[src/rtl/mem_port_arbiter.sv]
// rtl/mem_port_arbiter.sv - shared single-port memory arbiter between instruction fetch and MEM stage
//
// Purpose: grants one of two requesters (IF, MEM) access to a single-port RAM.
// MEM has priority unless IF has been starved for STARVE_MAX consecutive MEM grants.
// Ports:
//   clk, reset                     clock, synchronous active-high reset
//   if_req/if_addr/if_flush        fetch request, byte address, discard outstanding fetch
//   if_done/if_rdata/if_stall      fetch complete pulse, instruction word, hold request to PC/IF2ID
//   mem_req/mem_we/mem_addr/wdata  data request, store flag, address, store data
//   mem_done/mem_rdata/misalign    data complete pulse, load data, misaligned-address pulse
//   mem_stall                      hold request to EX2MEM/MEM2WB
//   ram_en/we/addr/wdata           shared RAM command, held for the whole BUSY state
//   ram_rdata/ram_ready            RAM read data and completion handshake
module mem_port_arbiter #(
    parameter int STARVE_MAX = 4,
    parameter int AW         = 32
) (
    input  logic          clk,
    input  logic          reset,
    input  logic          if_req,
    input  logic [AW-1:0] if_addr,
    input  logic          if_flush,
    output logic          if_done,
    output logic [31:0]   if_rdata,
    input  logic          mem_req,
    input  logic          mem_we,
    input  logic [AW-1:0] mem_addr,
    input  logic [31:0]   mem_wdata,
    output logic          mem_done,
    output logic [31:0]   mem_rdata,
    output logic          mem_misalign,
    output logic          ram_en,
    output logic          ram_we,
    output logic [AW-1:0] ram_addr,
    output logic [31:0]   ram_wdata,
    input  logic [31:0]   ram_rdata,
    input  logic          ram_ready,
    output logic          if_stall,
    output logic          mem_stall
);

    localparam int CW = $clog2(STARVE_MAX + 1);
    localparam logic [CW-1:0] SMAX = CW'(STARVE_MAX);

    typedef enum logic [1:0] {
        IDLE     = 2'd0,
        IF_BUSY  = 2'd1,
        MEM_BUSY = 2'd2
    } state_t;

    state_t          r_state;
    state_t          w_next_state;
    logic [CW-1:0]   r_starve_cnt;
    logic [AW-1:0]   r_addr;
    logic            r_we;
    logic [31:0]     r_wdata;
    logic            r_if_done;
    logic            r_mem_done;
    logic            r_misalign;
    logic [31:0]     r_if_rdata;
    logic [31:0]     r_mem_rdata;
    logic            r_flushed;

    logic            w_starved;
    logic            w_misaligned;
    logic            w_grant_mem;
    logic            w_grant_if;
    logic            w_if_complete;
    logic            w_mem_complete;

    always_comb begin
        w_next_state   = r_state;
        w_grant_mem    = 1'b0;
        w_grant_if     = 1'b0;
        w_if_complete  = 1'b0;
        w_mem_complete = 1'b0;
        w_starved      = (r_starve_cnt >= SMAX);
        w_misaligned   = (mem_addr[1:0] != 2'b00);
        case (r_state)
            IDLE: begin
                // A saturated counter only yields to IF when IF is actually
                // asking; otherwise MEM is served rather than idling a cycle.
                if (mem_req && (!w_starved || !if_req)) begin
                    w_grant_mem = 1'b1;
                    // Misaligned accesses are answered from IDLE, never touch RAM.
                    if (!w_misaligned) begin
                        w_next_state = MEM_BUSY;
                    end
                end else if (if_req) begin
                    w_grant_if   = 1'b1;
                    w_next_state = IF_BUSY;
                end
            end
            IF_BUSY: begin
                if (ram_ready) begin
                    w_if_complete = 1'b1;
                    w_next_state  = IDLE;
                end
            end
            MEM_BUSY: begin
                if (ram_ready) begin
                    w_mem_complete = 1'b1;
                    w_next_state   = IDLE;
                end
            end
            default: w_next_state = IDLE;
        endcase
    end

    always_ff @(posedge clk) begin
        if (reset) begin
            r_state <= IDLE;
        end else begin
            r_state <= w_next_state;
        end
    end

    always_ff @(posedge clk) begin
        if (reset) begin
            r_starve_cnt <= '0;
            r_addr       <= '0;
            r_we         <= 1'b0;
            r_wdata      <= '0;
            r_if_done    <= 1'b0;
            r_mem_done   <= 1'b0;
            r_misalign   <= 1'b0;
            r_if_rdata   <= '0;
            r_mem_rdata  <= '0;
            r_flushed    <= 1'b0;
        end else begin
            r_if_done  <= 1'b0;
            r_mem_done <= 1'b0;
            r_misalign <= 1'b0;

            if (!if_req || w_grant_if) begin
                r_starve_cnt <= '0;
            end else if (w_grant_mem && !w_starved) begin
                r_starve_cnt <= r_starve_cnt + CW'(1);
            end

            if (w_grant_mem) begin
                if (w_misaligned) begin
                    r_mem_done  <= 1'b1;
                    r_misalign  <= 1'b1;
                    r_mem_rdata <= '0;
                end else begin
                    r_addr  <= mem_addr;
                    r_we    <= mem_we;
                    r_wdata <= mem_wdata;
                end
            end

            if (w_grant_if) begin
                r_addr    <= if_addr;
                r_we      <= 1'b0;
                r_flushed <= if_flush;
            end else if (r_state == IF_BUSY && if_flush) begin
                r_flushed <= 1'b1;
            end

            // A flushed fetch still finishes on the RAM but is invisible to IF.
            if (w_if_complete && !r_flushed && !if_flush) begin
                r_if_done  <= 1'b1;
                r_if_rdata <= ram_rdata;
            end

            if (w_mem_complete) begin
                r_mem_done  <= 1'b1;
                r_mem_rdata <= ram_rdata;
            end
        end
    end

    assign ram_en       = (r_state != IDLE);
    assign ram_we       = (r_state == MEM_BUSY) && r_we;
    assign ram_addr     = r_addr;
    assign ram_wdata    = r_wdata;
    assign if_done      = r_if_done;
    assign if_rdata     = r_if_rdata;
    assign mem_done     = r_mem_done;
    assign mem_rdata    = r_mem_rdata;
    assign mem_misalign = r_misalign;
    assign if_stall     = if_req & ~r_if_done;
    assign mem_stall    = mem_req & ~r_mem_done;

endmodule

[config.mk]
export PLATFORM = sky130hd
export DESIGN_NAME = mem_port_arbiter
export DESIGN_NICKNAME = d
export VERILOG_FILES = /design/src/rtl/mem_port_arbiter.sv
export SDC_FILE = /design/constraint.sdc
export NUM_CORES = 1
export LEC_CHECK = 0
export ABC_AREA = 1
export CORE_MARGIN = 3
export CORE_UTILIZATION = 44
export DETAILED_ROUTE_END_ITERATION = 10
export GPL_TIMING_DRIVEN = 0
export PLACE_DENSITY_LB_ADDON = 0.05
export SYNTH_ARGS = -nofsm -noshare
export SYNTH_HDL_FRONTEND = slang
export SYNTH_SLANG_ARGS = --single-unit
[constraint.sdc]
create_clock -name clk -period 4.29 [get_ports clk]
set_input_delay 0.858 -clock clk [delete_from_list [all_inputs] [get_ports clk]]
set_output_delay 0.858 -clock clk [all_outputs]
set_load 0.02 [all_outputs]
**Yosys cells after proc, flatten, opt, wreduce, memory -nomap -nowiden**

Index checks and enable logic that the tools add are counted.

- Add/subtract/negate cells: 1
- Multipliers: 0
- Div/mod/pow operators: 0
- Order comparisons: 1
- Eq/ne operators: 6
- Shifts and indexed selects: 0
- Mux-type cells: 25
- Bitwise operators: 5
- Reductions and logical operators: 26

Operator list:

| cell | number |
|---|---|
| $mux W32 | 6 |
| $mux W1 | 14 |
| $reduce_bool A2 Y1 | 6 |
| $mux W2 | 4 |
| $logic_and A1 B1 Y1 | 6 |
| $ne A3 B3 Y1 const B | 2 |
| $reduce_and A2 Y1 | 3 |
| $reduce_or A2 Y1 | 3 |
| $logic_not A1 Y1 | 4 |
| $ne A2 B1 Y1 const B | 2 |
| $pmux W2 S2 | 1 |
| $add A3 B1 Y3 const B | 1 |
| $ge A3 B3 Y1 const B | 1 |
| $not A1 Y1 | 3 |
| $reduce_and A3 Y1 | 1 |
| $and A1 B1 Y1 | 2 |
| $eq A2 B1 Y1 const B | 1 |
| $eq A2 B2 Y1 const B | 1 |
| $logic_not A2 Y1 | 1 |
| $logic_or A1 B1 Y1 | 2 |

- Bits in registers: 138
- Bits in latches: 0
- Bits in writable memories: 0
- Bits in read-only memories: 0
- Bits of input ports: 135
- Output and inout bits: 135
- Word-level logic and storage cells: 75
- Memories: 0

**Depth between registers and ports, before layout**

Gate-level depths: netlist of run 1.

- Depth in word-level cells: 8
- Mapped depth: 10
- Depth with buffers taken out: 9

**Least setup slack after synthesis of run 1**

OpenSTA, ideal clock, no wires.

- Path type: input -> output
- Start point: input if_req
- End point: output if_stall
- Data arrival time: 1158 ps
- Required time: 3432 ps
- Setup slack: 2274 ps
- Cell stages on the path: 2
- Buffers on the path: 0
- Path through: inv_1 nor2_1

- Cells in the longest elaborated chain, start to end: 1

RTL lines:

| element | line | source |
|---|---|---|
| from (decl) | 20 | `input logic if_req,` |
| $and A1 B1 Y1 | 183 | `assign if_stall = if_req & ~r_if_done;` |
| to (decl) | 38 | `output logic if_stall,` |

No other way between the ends.

**Worst setup path after layout of run 1**

Ends and elaborated chain as after synthesis.

==> results by stage, run 1 <==
Status:
- The flow ran to the end, and the final reports show no timing, DRC or antenna violations.

Critical path:
- The highest net fanout along the worst path is 5.
- The reg-to-reg critical path startpoint is r_state[0]$_SDFFE_PP0P_.
- The setup check on the worst reg-to-reg path leaves a slack of 2450 ps.
- Measured in cells, the most critical reg-to-reg path has a length of 8.
- The maximum cell stage delay along the critical path is 610 ps.
- The most numerous cell type found on the critical path is sky130_fd_sc_hd__clkdlybuf4s50_1.
- Walking the worst path, the cells encountered are clkdlybuf4s50_1, inv_1, nor2_1, clkdlybuf4s50_1.
- The endpoint identified for the worst register-to-register timing path is ram_addr[25]$_SDFFE_PP0P_.
- The standard cell with the maximum stage delay on the critical path is sky130_fd_sc_hd__clkdlybuf4s50_1.
- STA classifies the critical path startpoint as an input port.
- The critical path required time is 3430 ps.
- The signal arrival time at the worst endpoint is 2200 ps.
- The setup path with the least slack is of type in -> out.
- STA classifies the critical path endpoint as a primary output.

Timing:
- The final-report max-slew violation count is 0.
- Setup repair after global routing left no endpoint under its margin.
- The count of endpoints failing hold in the final timing report is 0.
- Counting I/O delays and the setup requirement, the final critical path takes 3053 ps.
- Dividing the final minimum period by the clock period gives 0.7118.
- The top achievable clock speed is ~330 MHz.
- The largest clock skew in the final design is 6.507 ps.
- The slew of the pin with the lowest slew margin is 536.8 ps.
- Adding up every negative setup slack in the final design gives 0 ps.
- The final setup violation count is 0.
- Measured against its own limit, the worst slew margin works out to 0.6421.

Finish:
- Compared with the post-synthesis result, the final layout area differs by 63.12%.
- For this run, the share of the core covered by cells in the final layout is 0.7413.
- Fill cells in the final layout number between 900 and 1000.
- The fraction of layout cells with a size suffix above 1 is 0.04432.
- The final layout contains about 1200 nets.
- After routing the design area is around 9000 um2.
- The repair_antennas step left the layout with diodes totalling 0.

Placement:
- During placement, the flow inserted port buffers numbering about 270.
- Detailed placement ended at an HPWL of 13390 um.
- The post-detailed-placement cell area is 8429 um2.
- At the end of routability-driven placement, the weighted congestion stood at slightly above 0.8.

Floorplan:
- The full die area is between 10000 and 15000 um2.
- The row count is 40.
- The vertical extent of the die is 118.1 um.
- The standard cell core area is 12160 um2.
- The count of pins on the block boundary is 270.
- The chip width is 118.1 um.
- The initial core utilization is 0.4544.

Logic synthesis:
- The largest total area in the synthesized netlist belongs to sky130_fd_sc_hd__dfxtp_1.
- The number of nets in the synthesized netlist is a little over 900.
- The cell area that synthesis handed to floorplanning was 5527 um2.
- The number of distinct library cells after synthesis is 20.
- The share of synthesized area in the top cell type comes to 0.4999.
- In this run, synthesis produced a sequential element count of 138.
- Yosys printed 0 warnings.
- sky130_fd_sc_hd__nand2_1 is the most common cell in the netlist.
- The async set or reset register ratio after synthesis is 0.
- By count the netlist is led by 167 x sky130_fd_sc_hd__nand2_1, 155 x sky130_fd_sc_hd__nor2_1, 138 x sky130_fd_sc_hd__dfxtp_1, 76 x sky130_fd_sc_hd__inv_1, 64 x sky130_fd_sc_hd__o21ai_0.
- In this run, synthesis inferred 0 flip-flops with an integrated enable.
- The number of instances in the synthesized netlist is 782.
- The most used flip-flop cell after synthesis is sky130_fd_sc_hd__dfxtp_1.
- The fraction of the yosys area taken by sequential cells is 0.4999.
- The average cell area after synthesis is roughly 7.1 um2.
- After synthesis, the cell types taking the most area are sky130_fd_sc_hd__dfxtp_1 50%, sky130_fd_sc_hd__nand2_1 11%, sky130_fd_sc_hd__nor2_1 11%, sky130_fd_sc_hd__o21ai_0 5.8%, sky130_fd_sc_hd__inv_1 5.2%.

Clock network:
- TritonCTS built the clock tree.
- The number of gates resized after cts is 0.
- Once the clock tree was built, the setup fixing pass inserted 0 buffers.
- The level count of the clock H-tree is 4.
- The worst-case clock buffer depth is 2.
- The number of buffers added by the clock tree synthesis step is 17.
- The tree built by TritonCTS fans out to ~140 sinks.
- The number of hold buffers added after CTS is 0.
- The clock reaches the later pin of the worst-skew pair after 420 ps.
- The clock tree root buffer cell is sky130_fd_sc_hd__clkbuf_16.
- After clock tree synthesis, the clock-pin slew on the worst setup and hold paths is 60 ps.

Drt:
- The wire length reported by the detailed router is around 18000 um.
- For this run, design rule violations remaining after detail routing come to 0.
- In the final routed layout, each cell accounts on average for 14.41 um.
- After the first detailed-routing iteration, the DRC count stood at 311.
- The first detailed-routing pass ran for 6 iterations.
- The detailed router placed 5914 vias in this run.
- The count of nets left with antenna violations once routing finished came out at 0.
- The detail-routed via count per cell is approximately 4.7.

Power and ir drop:
- Dividing total power by cell area gives a power density of 512.8 nW/um2.
- Overall power consumption after layout is estimated at between 4000 and 5000 uW.
- IR analysis of the VDD net gives a maximum drop of about 350 uV.
- The proportion of power drawn by flip-flops and latches is 0.344.
- The switching share of power is 0.3273.
- The share of total power dissipated in the clock network is 0.312.
- The static leakage is 0.003688 uW.
- The part of the power in combinational logic is 0.344.
- The internal portion of the total power is 3110 uW.
- In this run the power spent charging and discharging nets is 1513 uW.

Global route:
- The first global-routing pass estimated 28430 um of wire.
- Across every metal layer, demand over resource in global routing totals 0.2538.
- The total overflow left after global routing is 0.
- Entering global routing, the biggest net connects 17 pins.
- The via count of the first global-routing pass is 5610.
- The number of antenna violations at the first check in global routing is 0.

Flow run:
- The count of maximum capacitance violations is 0.

Min path:
- The number of cells on the worst hold path is 2.
- The critical hold path startpoint is mem_rdata[23]$_SDFFE_PP0P_.
- The tightest min-delay check is of the reg -> reg type.
- The endpoint of the worst hold path is mem_rdata[23]$_SDFFE_PP0P_.
==> per-layer routing <==
layer  part of all wire  GRT usage
met3              0.097     0.1129
met5                  0          0
met2               0.48     0.4294
met1               0.40     0.2851
met4              0.018    0.08352
==> cell usage in the layout (no fill, tap or decap), types with 7 or more instances in the layout <==
cell                                n
sky130_fd_sc_hd__inv_1             76
sky130_fd_sc_hd__dfxtp_1          138
sky130_fd_sc_hd__a21oi_1           56
sky130_fd_sc_hd__nor2_1           155
sky130_fd_sc_hd__clkdlybuf4s50_1  269
sky130_fd_sc_hd__nand2_1          167
sky130_fd_sc_hd__nand3_1           51
sky130_fd_sc_hd__clkbuf_16         17
sky130_fd_sc_hd__buf_4              7
sky130_fd_sc_hd__clkbuf_1          34
sky130_fd_sc_hd__nor3_1            14
sky130_fd_sc_hd__o21ai_0           64
==> power by group through the flow <==
stage	Clock [uW]	Combinational, uW	Sequential (uW)
2_1_floorplan	0	649	1840
3_3_place_gp	0	1570	1610
3_5_place_dp	0	1590	1610
4_1_cts	1460	1600	1590
5_1_grt	1520	1740	1610
6_report	1440	1590	1590
==> state kept, by name, indices dropped and copies added (netlist names), 2 cells and up <==
name,flops
if_rdata,32
ram_wdata,32
ram_addr,32
mem_rdata,32
r_state,2
r_starve_cnt,3
==> worst max path at each step <==
stage | from | to | slack (ps) | cells after the start
after floorplan | if_req | if_stall | 2270 | 2
after global placement | if_req | if_stall | 1240 | 4
after detailed placement | if_req | if_stall | 1230 | 4
after CTS | if_req | if_stall | 1230 | 4
after global routing | if_req | if_stall | 1160 | 4
final | if_req | if_stall | 1240 | 4
==> final cells by class <==
| class | count | area [um2] | area share |
|---|---|---|---|
| sequential | 138 | 2763 | 0.3065 |
| timing repair buffer | 269 | 2693 | 0.2987 |
| multi-input combinational | 516 | 2233 | 0.2477 |
| clock buffer | 26 | 499.2 | 0.05538 |
| inverter | 78 | 292.8 | 0.03248 |
| buffer | 50 | 237.7 | 0.02637 |
| tap | 168 | 210.2 | 0.02332 |
| clock inverter | 6 | 86.33 | 0.009577 |
==> critical path, delay by kind of cell <==
family,cells,cell delay [ps]
buffers and inverters,3,1250
and+or+nand+nor,1,80
==> cells by family (layout without fill, tap and decap cells) <==
family / after synthesis / count (layout) / synth area share
simple gates: 390 / 390 / 0.2828
buf+inv: 128 / 429 / 0.09599
fa+ha+maj: 5 / 5 / 0.01132
compound gates: 121 / 121 / 0.1100
flops: 138 / 138 / 0.4999
==> stage by stage <==
step	hold WS, ps	worst slack (ps)	std cells
finish	458.4	1237	1251
CTS	460.9	1228	1251
global route	478.3	1156	1251
floorplan	442.1	2274	782
global placement	446.7	1241	1219
detailed placement	451.4	1231	1219
Power figures use the tool's default switching activity.
==> inputs of run 2 (changes only) <==
--- a/config.mk
+++ b/config.mk
@@ -7,7 +7,7 @@
 export LEC_CHECK = 0
 export ABC_AREA = 1
 export CORE_MARGIN = 3
-export CORE_UTILIZATION = 44
+export CORE_UTILIZATION = 37
 export DETAILED_ROUTE_END_ITERATION = 10
 export GPL_TIMING_DRIVEN = 0
 export PLACE_DENSITY_LB_ADDON = 0.05
==> constraint.sdc (replaced) <==
create_clock -name clk -period 2.51 [get_ports clk]
set_input_delay 0.502 -clock clk [delete_from_list [all_inputs] [get_ports clk]]
set_output_delay 0.502 -clock clk [all_outputs]
set_load 0.02 [all_outputs]
==> run 2 against run 1 <==
  * Register-to-register slack got worse by 1800 ps
  * First-iteration DRC count decreased by 30%
  * Cell count increased by 1.3%
  * Critical endpoint is now ram_en
==> results by stage, run 2 (synthesis gave the netlist of run 1 again) <==
Finish:
- The number of fillers in the final layout came to 1393 (was 996).
- The count of inserted antenna diode cells is 0 (unchanged).
- The final net count is 1210 (unchanged).
- The count of non-filler cells in the finished layout is 1267 (was 1251).
- The most common library cell in the layout ignoring fill and taps is sky130_fd_sc_hd__clkdlybuf4s50_1 (unchanged).
- The relative area change from synthesis to final layout is 64.34% (was 63.12%).
- Commonest cells after routing, fill and taps aside: 269 x sky130_fd_sc_hd__clkdlybuf4s50_1, 167 x sky130_fd_sc_hd__nand2_1, 155 x sky130_fd_sc_hd__nor2_1 (unchanged).
- The fraction of layout cells with a size suffix above 1 is 0.04894 (was 0.04432).
- The final core area utilization is 0.6226 (was 0.7413).

Critical path:
- The element type at the critical path end is a primary output (unchanged).
- The signal arrival time at the worst endpoint is 1820 ps (was 2200 ps).
- The critical path required time is 2010 ps (was 3430 ps).
- The critical path class is reg -> out (was in -> out).
- The category of the worst setup path launch point is a register (was input port).
- The highest net fanout along the worst path is 6 (was 5).

Flow run:
- The count of maximum capacitance violations is 0 (unchanged).

Drt:
- The number of DRC markers after the initial detailed-route iteration is 219 (was 311).
- The count of antenna-violating nets left after detailed routing was 0 (unchanged).
- The wire length reported by the detailed router was 18310 um (was 18020 um).
- The detailed-route DRC error count is 0 (unchanged).
- The detailed-router iteration count before antenna repair is 4 (was 6).
- The detail-routed via count per cell was 4.614 (was 4.727).
- The mean routed wirelength per cell is 14.45 um (was 14.41 um).
- The total vias in the final route was 5846 (was 5914).

Floorplan:
- The chip width is 128.2 um (was 118.1 um).
- The vertical extent of the die is 128.2 um (was 118.1 um).
- The count of pins on the block boundary is 270 (unchanged).
- The full die area is 16440 um2 (was 13940 um2).
- The row count is 44 (was 40).
- The initial core utilization is 0.3788 (was 0.4544).
- The standard cell core area is 14590 um2 (was 12160 um2).

Timing:
- The worst path in the final design needs a cycle of approximately 2300 ps, including I/O delays and setup.
- Setup repair after global routing missed its margin: false (unchanged).
- The count of endpoints failing hold in the final timing report is 0 (unchanged).
- The max-slew headroom at the worst pin is 0.6047 (was 0.6421).
- The final-report max-slew violation count was 0 (unchanged).
- Of the available clock period, the critical path in the final layout requires 0.9262.
- The setup TNS is 0 ps (unchanged).
- The largest clock skew in the final design is 5.260 ps (was 6.507 ps).
- The final setup violation count came to 0 (unchanged).
- The slew of the pin with the lowest slew margin is 593.0 ps (was 536.8 ps).
- Derived from the worst setup path, the maximum achievable clock frequency is 430.2 MHz.

Clock network:
- The clock tree from TritonCTS is done (unchanged).
- The level count of the clock H-tree is 4 (unchanged).
- The number of clock sinks seen by CTS is 138 (unchanged).
- The clock transition at the registers of the reported paths is 60 ps (about the same).
- The latest clock arrival within the worst-skew pair is 410 ps (was 420 ps).
- The worst-case clock buffer depth came to 2 (unchanged).
- The number of buffers added by the clock tree synthesis step is 17 (unchanged).
- The post-CTS setup repair buffer count was 0 (unchanged).
- The number of gates resized after cts came to 0 (unchanged).
- The number of hold buffers added after CTS is 0 (unchanged).
- The clock tree root buffer cell was sky130_fd_sc_hd__clkbuf_16 (unchanged).

Min path:
- The class of the most critical hold timing path is reg -> reg (unchanged).

Placement:
- The last weighted congestion value of the routability-driven placer is 0.7888 (was 0.8051).
- The total of buffers placed on input and output ports was 269 (unchanged).
- The placed wire-length estimate after detailed placement is 13860 um (was 13390 um).
- The placed cell count is 1235 (was 1219).

Power and ir drop:
- The worst vdd rail ir drop is 514.6 uV (was 349.2 uV).
- The power per standard cell area was 889.5 nW/um2 (was 512.8 nW/um2).
- The static leakage is 0.003711 uW (was 0.003688 uW).

Global route:
- The pin count of the biggest net entering global routing came to 17 (unchanged).
- The global routing usage summed across all routing layers came to 0.2194 (was 0.2538).
- The first-pass GRT wire length came to 28430 um (unchanged).
- The via count of the first global-routing pass is 5501 (was 5610).
- The leftover overflow at the end of global routing was 0 (unchanged).
- The number of antenna violations at the first check in global routing is 0 (unchanged).

Status:
- Status: complete, no violations (unchanged).
[run 2: final timing paths]
| kind | startpoint | to | slack (ps) | depth (start not counted) |
|---|---|---|---|---|
| hold reg to reg | mem_rdata[3]$_SDFFE_PP0P_ | mem_rdata[3]$_SDFFE_PP0P_ | 460 | 2 |
| setup / recovery | r_state[0]$_SDFFE_PP0P_ | ram_en | 190 | 5 |
| setup reg to reg | r_state[0]$_SDFFE_PP0P_ | ram_addr[25]$_SDFFE_PP0P_ | 670 | 8 |
| hold / removal | mem_rdata[3]$_SDFFE_PP0P_ | mem_rdata[3]$_SDFFE_PP0P_ | 460 | 2 |
[run 2: stage by stage]
step                      setup slack [ps]  hold WS, ps  total power, uW  area, um2
final                                185.3        457.5             8079       9082
after global routing                 81.47        470.5             8542       9082
after CTS                            151.1        459.1             8177       9082
after detailed placement             120.4        450.5             5492       8449
after global placement               109.8        447.4             5471       8449
after floorplan                      992.7        442.1             4256       5527
[run 2: final cells by class]
class / count / area [um2] / share of cell area
multi-input combinational: 516 / 2233 / 0.2459
buffer: 50 / 237.7 / 0.02617
sequential: 138 / 2763 / 0.3042
clock inverter: 14 / 193.9 / 0.02135
clock buffer: 18 / 439.2 / 0.04835
inverter: 78 / 292.8 / 0.03224
timing repair buffer: 269 / 2693 / 0.2965
tap: 184 / 230.2 / 0.02535
[run 2: routing by layer]
layer / GRT usage / share of wire
met2: 0.3607 / 0.46
met5: 0 / 0
met3: 0.08708 / 0.093
met1: 0.2543 / 0.42
met4: 0.08989 / 0.026
[run 2: worst max-delay path: stages, from the launching register on]
cell and delay, ps:
sky130_fd_sc_hd__dfxtp_1 330, sky130_fd_sc_hd__inv_1 70, sky130_fd_sc_hd__ha_1 190, sky130_fd_sc_hd__clkbuf_2 150, sky130_fd_sc_hd__inv_1 60, sky130_fd_sc_hd__clkdlybuf4s50_1 610
[run 2: where the power goes]
group / internal, uW / total, uW / switching (uW)
registers: 2540 / 2710 / 169
logic: 1210 / 2710 / 1510
clock network: 1690 / 2660 / 961
total: 5440 / 8080 / 2640
==> inputs of run 3 (changes only) <==
--- a/config.mk
+++ b/config.mk
@@ -8,6 +8,7 @@
 export ABC_AREA = 1
 export CORE_MARGIN = 3
 export CORE_UTILIZATION = 37
+export CTS_CLUSTER_DIAMETER = 30
 export DETAILED_ROUTE_END_ITERATION = 10
 export GPL_TIMING_DRIVEN = 0
 export PLACE_DENSITY_LB_ADDON = 0.05
==> results of run 3 <==
Final layout, timing and power as in run 2 (identical DEF).
